<file path="config.mk">
export PLATFORM = sky130hd
export DESIGN_NAME = jimmy_in_port_fifo
export DESIGN_NICKNAME = d
export VERILOG_FILES = /design/src/rtl/jimmy_io_pkg.sv /design/src/rtl/jimmy_strobe_edge.sv /design/src/rtl/jimmy_in_port_fifo.sv
export SDC_FILE = /design/constraint.sdc
export NUM_CORES = 1
export LEC_CHECK = 0
export ABC_AREA = 1
export BUFFER_PORTS_ARGS = -buffer_cell sky130_fd_sc_hd__clkbuf_2
export CAP_MARGIN = 20
export CORE_UTILIZATION = 32
export DETAILED_ROUTE_END_ITERATION = 10
export PLACE_DENSITY_LB_ADDON = 0.05
export SLEW_MARGIN = 20
export SYNTH_ARGS = -nofsm -noshare
export SYNTH_HDL_FRONTEND = slang
export SYNTH_SLANG_ARGS = --single-unit
</file>
<file path="constraint.sdc">
create_clock -name clk -period 4.1 [get_ports clk]
set_clock_uncertainty 0.05 [all_clocks]
set_input_delay 0.615 -clock clk [delete_from_list [all_inputs] [get_ports clk]]
set_output_delay 0.615 -clock clk [all_outputs]
set_load 0.1 [all_outputs]
</file>
<file path="src/rtl/jimmy_io_pkg.sv">
`default_nettype none
// ============================================================================
// Module      : jimmy_io_pkg
// Description : Shared constants and types for the jimmy CPU I/O port blocks
//               (input-side FIFO and output-side collector).
// Revision    : 1.0 - initial release
// ============================================================================
package jimmy_io_pkg;

    // Data width of the CPU I/O ports and of the producer/consumer buses.
    localparam int JIMMY_DATA_W = 8;

    // Value presented to the CPU when the input FIFO holds no data.
    localparam logic [JIMMY_DATA_W-1:0] JIMMY_IN_EMPTY = 8'h00;

    typedef logic [JIMMY_DATA_W-1:0] jimmy_byte_t;

endpackage : jimmy_io_pkg
`default_nettype wire

</file>
<file path="src/rtl/jimmy_strobe_edge.sv">
`default_nettype none
// ============================================================================
// Module      : jimmy_strobe_edge
// Description : Turns a CPU I/O strobe into a single-cycle pop request that
//               fires in the cycle after the strobe falls. A strobe must be
//               seen rising (arming) before its fall is honoured.
// Revision    : 1.0 - initial release
// ============================================================================
module jimmy_strobe_edge (
    input  logic clk,
    input  logic reset,
    input  logic strobe,
    output logic pop_req
);

    logic strobe_q;
    logic armed_q;
    logic armed_d;
    logic w_rise;

    assign w_rise  = strobe & ~strobe_q;
    assign pop_req = armed_q & strobe_q & ~strobe;

    // Arm on a rising edge, disarm once the matching fall has been reported.
    always_comb begin
        armed_d = armed_q;
        if (w_rise) begin
            armed_d = 1'b1;
        end else if (pop_req) begin
            armed_d = 1'b0;
        end
    end

    // Strobe history follows the pin even through reset, so a strobe already
    // high when reset releases is not mistaken for a fresh rising edge; the
    // cleared armed flag then makes its eventual fall a no-op.
    always_ff @(posedge clk) begin
        strobe_q <= strobe;
    end

    // Armed state is cleared by reset.
    always_ff @(posedge clk) begin
        if (reset) begin
            armed_q <= 1'b0;
        end else begin
            armed_q <= armed_d;
        end
    end

endmodule : jimmy_strobe_edge
`default_nettype wire

</file>
<file path="src/rtl/jimmy_in_port_fifo.sv">
`default_nettype none
// ============================================================================
// Module      : jimmy_in_port_fifo
// Description : First-word-fall-through FIFO feeding the jimmy CPU in_port_0.
//               Producer pushes with valid/ready; each CPU read strobe pops
//               the head entry one cycle after the strobe falls.
// Revision    : 1.0 - initial release
// ============================================================================
module jimmy_in_port_fifo
    import jimmy_io_pkg::*;
#(
    parameter int               WIDTH       = JIMMY_DATA_W,
    parameter int               DEPTH       = 16,
    parameter logic [WIDTH-1:0] EMPTY_VALUE = WIDTH'(JIMMY_IN_EMPTY)
) (
    input  logic                   clk,
    input  logic                   reset,
    input  logic [WIDTH-1:0]       wr_data,
    input  logic                   wr_valid,
    output logic                   wr_ready,
    input  logic                   in_strobe,
    output logic [WIDTH-1:0]       in_port,
    output logic [$clog2(DEPTH):0] count,
    output logic                   empty,
    output logic                   full,
    output logic                   underflow
);

    localparam int c_PTR_W = $clog2(DEPTH);
    localparam int c_CNT_W = c_PTR_W + 1;

    logic [WIDTH-1:0]   mem_q [DEPTH];
    logic [c_PTR_W-1:0] wr_ptr_q, wr_ptr_d;
    logic [c_PTR_W-1:0] rd_ptr_q, rd_ptr_d;
    logic [c_CNT_W-1:0] count_q, count_d;
    logic               underflow_q, underflow_d;

    logic w_pop_req;
    logic w_push;
    logic w_pop;

    jimmy_strobe_edge u_strobe_edge (
        .clk     (clk),
        .reset   (reset),
        .strobe  (in_strobe),
        .pop_req (w_pop_req)
    );

    // Status is decided purely from the registered occupancy count.
    assign empty     = (count_q == '0);
    assign full      = (count_q == c_CNT_W'(DEPTH));
    assign wr_ready  = ~full & ~reset;
    assign count     = count_q;
    assign underflow = underflow_q;
    assign in_port   = empty ? EMPTY_VALUE : mem_q[rd_ptr_q];

    assign w_push = wr_valid & wr_ready;
    assign w_pop  = w_pop_req & ~empty;

    // Next-state for pointers, occupancy and the sticky underflow flag.
    always_comb begin
        wr_ptr_d    = wr_ptr_q;
        rd_ptr_d    = rd_ptr_q;
        count_d     = count_q;
        underflow_d = underflow_q;
        if (w_push) begin
            wr_ptr_d = wr_ptr_q + c_PTR_W'(1);
        end
        if (w_pop) begin
            rd_ptr_d = rd_ptr_q + c_PTR_W'(1);
        end
        if (w_pop_req & empty) begin
            underflow_d = 1'b1;
        end
        case ({w_push, w_pop})
            2'b10:   count_d = count_q + c_CNT_W'(1);
            2'b01:   count_d = count_q - c_CNT_W'(1);
            default: count_d = count_q;
        endcase
    end

    // Control state; reset discards all stored entries.
    always_ff @(posedge clk) begin
        if (reset) begin
            wr_ptr_q    <= '0;
            rd_ptr_q    <= '0;
            count_q     <= '0;
            underflow_q <= 1'b0;
        end else begin
            wr_ptr_q    <= wr_ptr_d;
            rd_ptr_q    <= rd_ptr_d;
            count_q     <= count_d;
            underflow_q <= underflow_d;
        end
    end

    // Storage write; contents are not reset, empty masks stale data.
    always_ff @(posedge clk) begin
        if (w_push) begin
            mem_q[wr_ptr_q] <= wr_data;
        end
    end

endmodule : jimmy_in_port_fifo
`default_nettype wire

</file>
## Word-level counts from Yosys, hierarchy flattened

Memory sizes are Yosys's and may differ from the RTL's. A register that Yosys moved wholly into a read port is not among the register bits.
Index checks and enable logic that the tools add are counted.

- $add $sub $neg: 4
- Reductions and logical operators: 3
- Multiplexer cells: 8
- Bitwise logic cells: 12
- Eq/ne operators: 3

Operator list:

| kind | number |
|---|---|
| $pmux W5 S2 | 1 |
| $add A4 B1 Y4 const B | 2 |
| $mux W4 | 2 |
| $mux W8 | 1 |
| $and A1 B1 Y1 | 7 |
| $add A5 B1 Y5 const B | 1 |
| $eq A5 B5 Y1 const B | 1 |
| $logic_not A5 Y1 | 1 |
| $not A1 Y1 | 5 |
| $sub A5 B1 Y5 const B | 1 |
| $mux W1 | 4 |
| $reduce_bool A2 Y1 | 2 |
| $eq A2 B1 Y1 const B | 1 |
| $eq A2 B2 Y1 const B | 1 |

- Bits in registers: 16
- Bits in writable memories: 128
- Input port bits: 12
- Output and inout bits: 17
- Memories: 1

Memory list:

| memory | depth | bits a word | read ports | clocked after Yosys merged registers in | wr ports | line | RTL |
|---|---|---|---|---|---|---|---|
| mem_q | 16 | 8 | 1 | 1 | 1 | jimmy_in_port_fifo.sv:32 | `logic [WIDTH-1:0] mem_q [DEPTH];` |

## Depth between registers and ports, before layout

Gate-level depths: netlist of the first run.

- Depth in word-level cells: 6
- Gate-level depth with buffers: 17
- Mapped depth without buffers: 17

## By module

From an unflattened synthesis of the first run, not the netlist that was laid out.

- Cells, all modules: 577
- Area, all modules: 6253.5 um^2

Modules (own cells, without submodules):

| module | area each (um^2) | cells an instance | instances |
|---|---|---|---|
| jimmy_in_port_fifo | 6188.4 | 569 | 1 |
| jimmy_strobe_edge | 65.1 | 8 | 1 |

## Least setup slack after synthesis of the first run

OpenSTA, ideal clock, no wires.

- Kind: reg-to-output
- Start: reg count_q[2], in the netlist count[2]
- End: out in_port[0]
- Arrival time: 3.912 ns
- Path slack: -0.477 ns
- Required time: 3.435 ns
- Stages on the path, launching flop included: 5
- Cell sequence: dfxtp_1 -> inv_1 -> nand4_1 -> clkinv_1 -> a21oi_1

- Word-level cells in the longest chain between the ends: 2

RTL lines:

| element | line | RTL |
|---|---|---|
| start: declaration | jimmy_in_port_fifo.sv:35 | `logic [c_CNT_W-1:0] count_q, count_d;` |
| start signal: assignment | jimmy_in_port_fifo.sv:92 | `count_q <= count_d;` |
| $logic_not A5 Y1 | jimmy_in_port_fifo.sv:50 | `assign empty = (count_q == '0);` |
| via empty | jimmy_in_port_fifo.sv:24 | `output logic empty,` |
| $mux W8 | jimmy_in_port_fifo.sv:55 | `assign in_port = empty ? EMPTY_VALUE : mem_q[rd_ptr_q];` |
| end: declaration | jimmy_in_port_fifo.sv:22 | `output logic [WIDTH-1:0] in_port,` |

The timed path passes the listed nets, and every way through them passes these cells.

==> impl_metrics.xml, run 1 <==
<?xml version="1.0" encoding="UTF-8"?>
<metrics>
  <group name="synthesis">
    <metric name="syn-mean-instance-area" unit="µm²">10.9</metric>
    <metric name="dominantRegCellSynth" unit="">sky130_fd_sc_hd__edfxtp_1</metric>
    <metric name="yosys_reg_bits" unit="">148</metric>
    <metric name="yosys_warnings" unit="">0</metric>
    <metric name="synth_edf_count" unit="">128</metric>
    <metric name="synth_largest_area_cell" unit="">sky130_fd_sc_hd__edfxtp_1</metric>
    <metric name="synth_most_common_cell" unit="">sky130_fd_sc_hd__nand2_1</metric>
    <metric name="ys_seq_area_share" unit="%">67.7</metric>
    <metric name="area_share_of_the_leading_cell_type_in_the_synthesized_netlist" unit="%">61.3</metric>
    <metric name="synth.cell_area" unit="µm²">6270</metric>
    <metric name="yosys-top-cells-area" unit="">sky130_fd_sc_hd__edfxtp_1, sky130_fd_sc_hd__nand2_1, sky130_fd_sc_hd__nand3_1</metric>
    <metric name="synth.lib_cells_used.distinct" unit="">24</metric>
    <metric name="yosys-top-cells-count" unit="">sky130_fd_sc_hd__nand2_1, sky130_fd_sc_hd__edfxtp_1, sky130_fd_sc_hd__nand3_1, sky130_fd_sc_hd__nor2_1, sky130_fd_sc_hd__inv_1</metric>
    <metric name="synth_fp_nets" unit="">597</metric>
    <metric name="async_flop_share" unit="%">0</metric>
    <metric name="postSynthCellCount" unit="">576</metric>
  </group>
  <group name="setup_path">
    <metric name="capturing_point_of_the_worst_reg2reg_path" unit="">count[4]</metric>
    <metric name="critical_path.most_common_cell" unit="">sky130_fd_sc_hd__nand2_1</metric>
    <metric name="critical_path_buf_inv_count" unit="">3</metric>
    <metric name="critPathRequiredTime" unit="ns">3.43</metric>
    <metric name="crit_type" unit="">flop to output port</metric>
    <metric name="path_depth" unit="">9</metric>
    <metric name="critical_path.reg2reg.startpoint" unit="">count[0]</metric>
    <metric name="crit_path_top_delay_cell" unit="">sky130_fd_sc_hd__inv_2</metric>
    <metric name="worstPathArrival" unit="ns">2.76</metric>
    <metric name="worst_path_largest_cell_delay" unit="ns">0.55</metric>
    <metric name="timing.critical_path.fanout_max" unit="">41</metric>
    <metric name="r2r_setup_slack" unit="ns">1.60</metric>
    <metric name="worstPathCellList" unit="">inv_2, buf_4, nand2_1, nand3_1, nand3_1, nand2_1, nand2_1, a21oi_1, clkbuf_2</metric>
    <metric name="setup.worst_path.end" unit="">in_port[5]</metric>
    <metric name="r2r.worst_path.cells" unit="">16</metric>
    <metric name="timing.critical_path.to_type" unit="">output port</metric>
    <metric name="path_delay_family" unit="">buffers and inverters</metric>
    <metric name="startpoint_type" unit="">flop</metric>
  </group>
  <group name="flow_run">
    <metric name="cap_viol_max_count" unit="">0</metric>
  </group>
  <group name="finish">
    <metric name="final_cell_area" unit="µm²">7170</metric>
    <metric name="layout-drive-gt1-share" unit="%">12.6</metric>
    <metric name="antenna_cells" unit="">0</metric>
    <metric name="finalCoreUtilization" unit="%">37.8</metric>
    <metric name="fillers" unit="">1900</metric>
    <metric name="regArea" unit="µm²">4250</metric>
    <metric name="multi_input_comb_area" unit="µm²">1730</metric>
    <metric name="final_net_count" unit="">627</metric>
    <metric name="flow.area_growth_from_synthesis" unit="%">14.3</metric>
  </group>
  <group name="power_and_ir_drop">
    <metric name="power_density" unit="nW/µm²">488</metric>
    <metric name="peak_supply_drop" unit="µV">284</metric>
    <metric name="static-leakage-power" unit="nW">2.69</metric>
    <metric name="total_power" unit="mW">3.50</metric>
  </group>
  <group name="min_path">
    <metric name="hold-path-cell-count" unit="">1</metric>
    <metric name="kind_of_path_behind_the_tightest_hold_check" unit="">primary input to flop</metric>
  </group>
  <group name="cts">
    <metric name="tritoncts" unit="">yes</metric>
    <metric name="cts-root-to-sink-buffers" unit="">2</metric>
    <metric name="cts_setup_buffers" unit="">0</metric>
    <metric name="cts-buffers-inserted" unit="">17</metric>
    <metric name="worst_skew_pair.late_latency" unit="ns">0.42</metric>
    <metric name="post_cts_hold_buffer_count" unit="">0</metric>
    <metric name="clk_pin_slew" unit="ns">0.06</metric>
    <metric name="cts.sink_count" unit="">148</metric>
    <metric name="ctsRootBufferMaster" unit="">sky130_fd_sc_hd__clkbuf_16</metric>
    <metric name="cts-resized-gates" unit="">0</metric>
    <metric name="ctsHtreeMaxLevel" unit="">4</metric>
  </group>
  <group name="detailed_routing">
    <metric name="via_count" unit="">4145</metric>
    <metric name="drt_iter0_drc" unit="">306</metric>
    <metric name="remaining_drc_errors" unit="">0</metric>
    <metric name="vias_per_cell" unit="">4.72</metric>
    <metric name="final_antenna_net_count" unit="">0</metric>
    <metric name="detail_route.first_pass.iterations" unit="">5</metric>
    <metric name="wl_per_cell" unit="µm">18.3</metric>
    <metric name="finalWirelength" unit="mm">16.0</metric>
  </group>
  <group name="timing">
    <metric name="final-max-slew-violation-count" unit="">0</metric>
    <metric name="period_minus_slack" unit="ns">3.42</metric>
    <metric name="finalHoldViolCount" unit="">0</metric>
    <metric name="period_share" unit="%">83.5</metric>
    <metric name="setup-violations-final" unit="">0</metric>
    <metric name="setup_tns" unit="ns">0</metric>
    <metric name="final.hold.worst_slack" unit="ns">0.292</metric>
    <metric name="grt_setup_unrepaired" unit="">no</metric>
    <metric name="worst_slew_pin_slew" unit="ns">1.02</metric>
    <metric name="max-slew-margin-rel" unit="%">31.5</metric>
    <metric name="max_freq" unit="MHz">292</metric>
  </group>
  <group name="placed_design">
    <metric name="placement.cell_area" unit="µm²">6600</metric>
    <metric name="detailedPlacementHpwl" unit="mm">10.1</metric>
    <metric name="gp_routability_congestion" unit="">0.799</metric>
    <metric name="port-buffer-count" unit="">28</metric>
  </group>
  <group name="global_route">
    <metric name="antenna_found_initial" unit="">0</metric>
    <metric name="grt_util_all_layers" unit="%">17.2</metric>
    <metric name="grt_pass1_wl" unit="mm">24.6</metric>
    <metric name="largest_net_degree_at_the_start_of_global_routing" unit="">65</metric>
    <metric name="first_global_vias" unit="">4074</metric>
    <metric name="grt_remaining_overflow" unit="">0</metric>
  </group>
  <group name="floorplan">
    <metric name="core.rowCount" unit="">50</metric>
    <metric name="die_width" unit="µm">142</metric>
    <metric name="core-area" unit="µm²">19000</metric>
    <metric name="ioPinCount" unit="">29</metric>
    <metric name="dieHeight" unit="µm">142</metric>
    <metric name="floorplan.initialDensity" unit="%">33.1</metric>
    <metric name="die_area" unit="µm²">20200</metric>
  </group>
  <group name="status">
    <metric name="outcome" unit="">complete, no violations</metric>
  </group>
</metrics>
-- how the worst min path moves through the flow --
| stage | slack, ns | startpoint | endpoint |
|---|---|---|---|
| after floorplan | 0.40 | u_strobe_edge.armed_q | u_strobe_edge.armed_q |
| final | 0.29 | in_strobe | u_strobe_edge.strobe_q |
| after global placement | 0.40 | underflow | underflow |
| after detailed placement | 0.41 | underflow | underflow |
| after CTS | 0.27 | in_strobe | u_strobe_edge.strobe_q |
| after global routing | 0.27 | in_strobe | u_strobe_edge.strobe_q |
-- routing by layer --
| metal | global-route usage, % | part of all wire (%) | vias up |
|---|---|---|---|
| met1 | 23.2 | 47 | 2037 |
| met5 | 0 | 0 | - |
| met3 | 4.00 | 3.7 | 9 |
| met2 | 27.8 | 48 | 74 |
| li1 | - | - | 2025 |
| met4 | 4.53 | 0.90 | 0 |
-- layout make-up --
type / count / area share (%)
inverter: 28 / 1.47
clock buffer: 20 / 6.37
multi-input combinational: 375 / 24.1
tap: 260 / 4.54
timing repair buffer: 36 / 2.79
clock inverter: 12 / 1.52
sequential: 148 / 59.2
-- cell families (layout without fill, tap and decap cells) --
family                     count (synthesis)  count (layout)  synth area share, %
AOI/OAI and AO/OA                         28              28                 2.28
buffers and inverters                     53              96                 4.77
DFF                                      148             148                 67.7
and+or+nand+nor                          332             332                 22.6
adders and majority gates                  9               9                 1.80
xor gates and xnor gates                   6               6                0.838
-- cell usage in the layout, fill, tap and decap left out, types with 4 or more instances in the layout --
master / count
sky130_fd_sc_hd__nand3_1: 102
sky130_fd_sc_hd__xor2_1: 4
sky130_fd_sc_hd__ha_1: 9
sky130_fd_sc_hd__inv_1: 24
sky130_fd_sc_hd__clkbuf_16: 17
sky130_fd_sc_hd__nand2_1: 195
sky130_fd_sc_hd__o21ai_0: 5
sky130_fd_sc_hd__dfxtp_1: 19
sky130_fd_sc_hd__a21oi_1: 21
sky130_fd_sc_hd__buf_4: 8
sky130_fd_sc_hd__clkinvlp_4: 7
sky130_fd_sc_hd__edfxtp_1: 128
sky130_fd_sc_hd__nand2_2: 4
sky130_fd_sc_hd__nor2_1: 25
sky130_fd_sc_hd__clkbuf_2: 28
-- per-stage QoR --
stage | instances | setup slack, ns
2_1_floorplan | 576 | -0.477
3_3_place_gp | 847 | 1.08
3_5_place_dp | 847 | 1.09
4_1_cts | 879 | 0.625
5_1_grt | 879 | 0.454
6_report | 879 | 0.675
-- flip-flops by register name, indices dropped and copies added, names as in the netlist, named ones only --
signal                  flops
mem_q                     128
count                       5
rd_ptr_q                    4
wr_ptr_q                    4
u_strobe_edge.armed_q       1
u_strobe_edge.strobe_q      1
underflow                   1
-- where the power goes --
part	leakage, nW	switching (mW)	total [mW]	internal, mW
clock	0.254	0.619	1.48	0.864
sequential	1.32	0.0121	1.66	1.65
combinational	1.12	0.294	0.350	0.0556
No activity file was read; power rests on OpenSTA's default activity.
==> run 2, diff against run 1 <==
==> constraint.sdc (replaced) <==
create_clock -name clk -period 3.5 [get_ports clk]
set_clock_uncertainty 0.05 [all_clocks]
set_input_delay 0.525 -clock clk [delete_from_list [all_inputs] [get_ports clk]]
set_output_delay 0.525 -clock clk [all_outputs]
set_load 0.1 [all_outputs]
==> run 2 against run 1 <==
Compared with the run above: clock power rose by 19%; combinational power rose by 43%; routed wire length barely moved; sequential share of layout area fell by 1.6 points; final area rose by 2.9%; final cell count fell by 0.11%; critical endpoint is now in_port[3]; largest power group unchanged.
==> impl_metrics.xml, run 2 (synthesis gave the netlist of run 1 again) <==
<?xml version="1.0" encoding="UTF-8"?>
<metrics>
  <group name="detailed_routing">
    <metric name="vias_per_cell" unit="">4.69</metric>
    <metric name="via_count" unit="">4120</metric>
    <metric name="wl_per_cell" unit="µm">18.3</metric>
    <metric name="detail_route.first_pass.iterations" unit="">6</metric>
    <metric name="finalWirelength" unit="mm">16.1</metric>
    <metric name="drt_iter0_drc" unit="">277</metric>
    <metric name="final_antenna_net_count" unit="">0</metric>
    <metric name="remaining_drc_errors" unit="">0</metric>
  </group>
  <group name="cts">
    <metric name="ctsRootBufferMaster" unit="">sky130_fd_sc_hd__clkbuf_16</metric>
    <metric name="cts.sink_count" unit="">148</metric>
    <metric name="clk_pin_slew" unit="ns">0.06</metric>
    <metric name="cts_setup_buffers" unit="">0</metric>
    <metric name="cts-resized-gates" unit="">0</metric>
    <metric name="ctsHtreeMaxLevel" unit="">4</metric>
    <metric name="cts-buffers-inserted" unit="">17</metric>
    <metric name="post_cts_hold_buffer_count" unit="">0</metric>
    <metric name="worst_skew_pair.late_latency" unit="ns">0.42</metric>
    <metric name="cts-root-to-sink-buffers" unit="">2</metric>
    <metric name="tritoncts" unit="">yes</metric>
  </group>
  <group name="placed_design">
    <metric name="placed_cells" unit="">846</metric>
    <metric name="gp_routability_congestion" unit="">0.788</metric>
    <metric name="port-buffer-count" unit="">28</metric>
    <metric name="detailedPlacementHpwl" unit="mm">10.3</metric>
  </group>
  <group name="power_and_ir_drop">
    <metric name="sequentialPowerShare" unit="%">46.3</metric>
    <metric name="power_frac_comb" unit="%">11.9</metric>
    <metric name="peak_supply_drop" unit="µV">337</metric>
    <metric name="internal_power" unit="mW">3.10</metric>
    <metric name="power.switching_fraction" unit="%">26.3</metric>
    <metric name="static-leakage-power" unit="nW">2.75</metric>
    <metric name="switchingPower" unit="mW">1.10</metric>
    <metric name="power_density" unit="nW/µm²">571</metric>
    <metric name="share_clk_of_total_power" unit="%">41.8</metric>
  </group>
  <group name="timing">
    <metric name="finalHoldViolCount" unit="">0</metric>
    <metric name="period_share" unit="%">85.4</metric>
    <metric name="final-max-slew-violation-count" unit="">0</metric>
    <metric name="max-slew-margin-rel" unit="%">42.9</metric>
    <metric name="worst_slew_pin_slew" unit="ns">0.853</metric>
    <metric name="max_freq" unit="MHz">335</metric>
    <metric name="grt_setup_unrepaired" unit="">no</metric>
    <metric name="setup-violations-final" unit="">0</metric>
    <metric name="period_minus_slack" unit="ns">2.99</metric>
    <metric name="setup_tns" unit="ns">0</metric>
  </group>
  <group name="global_route">
    <metric name="grt_pass1_wl" unit="mm">24.1</metric>
    <metric name="grt_util_all_layers" unit="%">16.9</metric>
    <metric name="first_global_vias" unit="">3965</metric>
    <metric name="grt_remaining_overflow" unit="">0</metric>
    <metric name="antenna_found_initial" unit="">0</metric>
    <metric name="largest_net_degree_at_the_start_of_global_routing" unit="">65</metric>
  </group>
  <group name="floorplan">
    <metric name="core-area" unit="µm²">19000</metric>
    <metric name="die_width" unit="µm">142</metric>
    <metric name="ioPinCount" unit="">29</metric>
    <metric name="floorplan.initialDensity" unit="%">33.1</metric>
    <metric name="die_area" unit="µm²">20200</metric>
    <metric name="dieHeight" unit="µm">142</metric>
    <metric name="core.rowCount" unit="">50</metric>
  </group>
  <group name="setup_path">
    <metric name="timing.critical_path.fanout_max" unit="">64</metric>
    <metric name="worst_path_largest_cell_delay" unit="ns">0.58</metric>
    <metric name="startpoint_type" unit="">flop</metric>
    <metric name="crit_path_top_delay_cell" unit="">sky130_fd_sc_hd__buf_4</metric>
    <metric name="path_depth" unit="">8</metric>
    <metric name="timing.critical_path.to_type" unit="">output port</metric>
    <metric name="r2r.worst_path.cells" unit="">16</metric>
    <metric name="crit_type" unit="">flop to output port</metric>
    <metric name="worstPathArrival" unit="ns">2.41</metric>
    <metric name="critical_path_buf_inv_count" unit="">2</metric>
    <metric name="worstPathCellList" unit="">buf_4, nand2_1, nand3_2, nand3_1, nand2_1, nand2_1, a21oi_4, buf_12</metric>
    <metric name="critical_path.most_common_cell" unit="">sky130_fd_sc_hd__nand2_1</metric>
    <metric name="path_delay_family" unit="">buffers and inverters</metric>
    <metric name="critPathRequiredTime" unit="ns">2.92</metric>
  </group>
  <group name="finish">
    <metric name="final_net_count" unit="">626</metric>
    <metric name="layoutNonFillerInstCount" unit="">878</metric>
    <metric name="registers.top_by_ff_count" unit="">mem_q</metric>
    <metric name="final_cell_mix" unit="">sky130_fd_sc_hd__nand2_1, sky130_fd_sc_hd__edfxtp_1, sky130_fd_sc_hd__nand3_1</metric>
    <metric name="antenna_cells" unit="">0</metric>
    <metric name="largest_reg_flops" unit="">128</metric>
    <metric name="layout.cells.most_common" unit="">sky130_fd_sc_hd__nand2_1</metric>
    <metric name="layout-drive-gt1-share" unit="%">13.9</metric>
    <metric name="flow.area_growth_from_synthesis" unit="%">17.6</metric>
  </group>
  <group name="min_path">
    <metric name="hold-path-cell-count" unit="">1</metric>
    <metric name="kind_of_path_behind_the_tightest_hold_check" unit="">primary input to flop</metric>
  </group>
  <group name="status">
    <metric name="outcome" unit="">complete, no violations</metric>
  </group>
  <group name="flow_run">
    <metric name="cap_viol_max_count" unit="">0</metric>
  </group>
</metrics>
run 2: cell count changes in the layout (fill, tap and decap cells not counted), moves of 2 or more:
| cell | delta |
|---|---|
| sky130_fd_sc_hd__a21oi_1 | -8 |
| sky130_fd_sc_hd__a21oi_4 | +8 |
| sky130_fd_sc_hd__buf_12 | +8 |
| sky130_fd_sc_hd__clkbuf_2 | -8 |
| sky130_fd_sc_hd__clkinv_2 | +5 |
| sky130_fd_sc_hd__clkinvlp_4 | -4 |
| sky130_fd_sc_hd__clkbuf_8 | -2 |
run 2: per-layer routing:
layer  GRT usage (%)  share of wire (%)  wire length [µm]  up-vias
met2            28.5                 50              8040       59
met3            3.84                2.5               407       14
met4            5.83                1.5               245        0
met5               0                  0                 0        -
li1                -                  -                 -     2027
met1            21.4                 46              7360     2020
run 2: final timing paths:
check	startpoint	endpoint	slack, ns
max reg2reg	count[0]	count[4]	1.06
min reg2reg	u_strobe_edge.armed_q	u_strobe_edge.armed_q	0.43
max	flop	in_port[3]	0.51
min	in_strobe	u_strobe_edge.strobe_q	0.20
run 2: through the flow:
stage               setup WS [ns]  total power, mW  instance area (µm²)  util (%)  hold WS (ns)
finish                      0.512             4.21                 7370      38.9         0.196
global route                0.326             4.34                 7370      38.9         0.191
CTS                         0.470             4.25                 7370      38.9         0.177
detailed placement          0.802             2.49                 6810      35.9         0.430
global placement            0.772             2.49                 6810      35.9         0.410
floorplan                   0.258             2.33                 6360         -         0.400
run 2: layout make-up:
cell class	instances	area, µm²
clock buffer	18	429
clock inverter	14	138
fill	1851	11600
inverter	28	106
multi-input combinational	375	1820
sequential	148	4250
tap	260	325
timing repair buffer	35	313
run 2: power by group through the flow:
stage / Sequential, mW / Clock (mW) / Combinational (mW)
finish: 1.95 / 1.76 / 0.500
global route: 1.95 / 1.86 / 0.528
CTS: 1.95 / 1.79 / 0.508
detailed placement: 1.99 / 0 / 0.507
global placement: 1.99 / 0 / 0.505
floorplan: 2.03 / 0 / 0.301
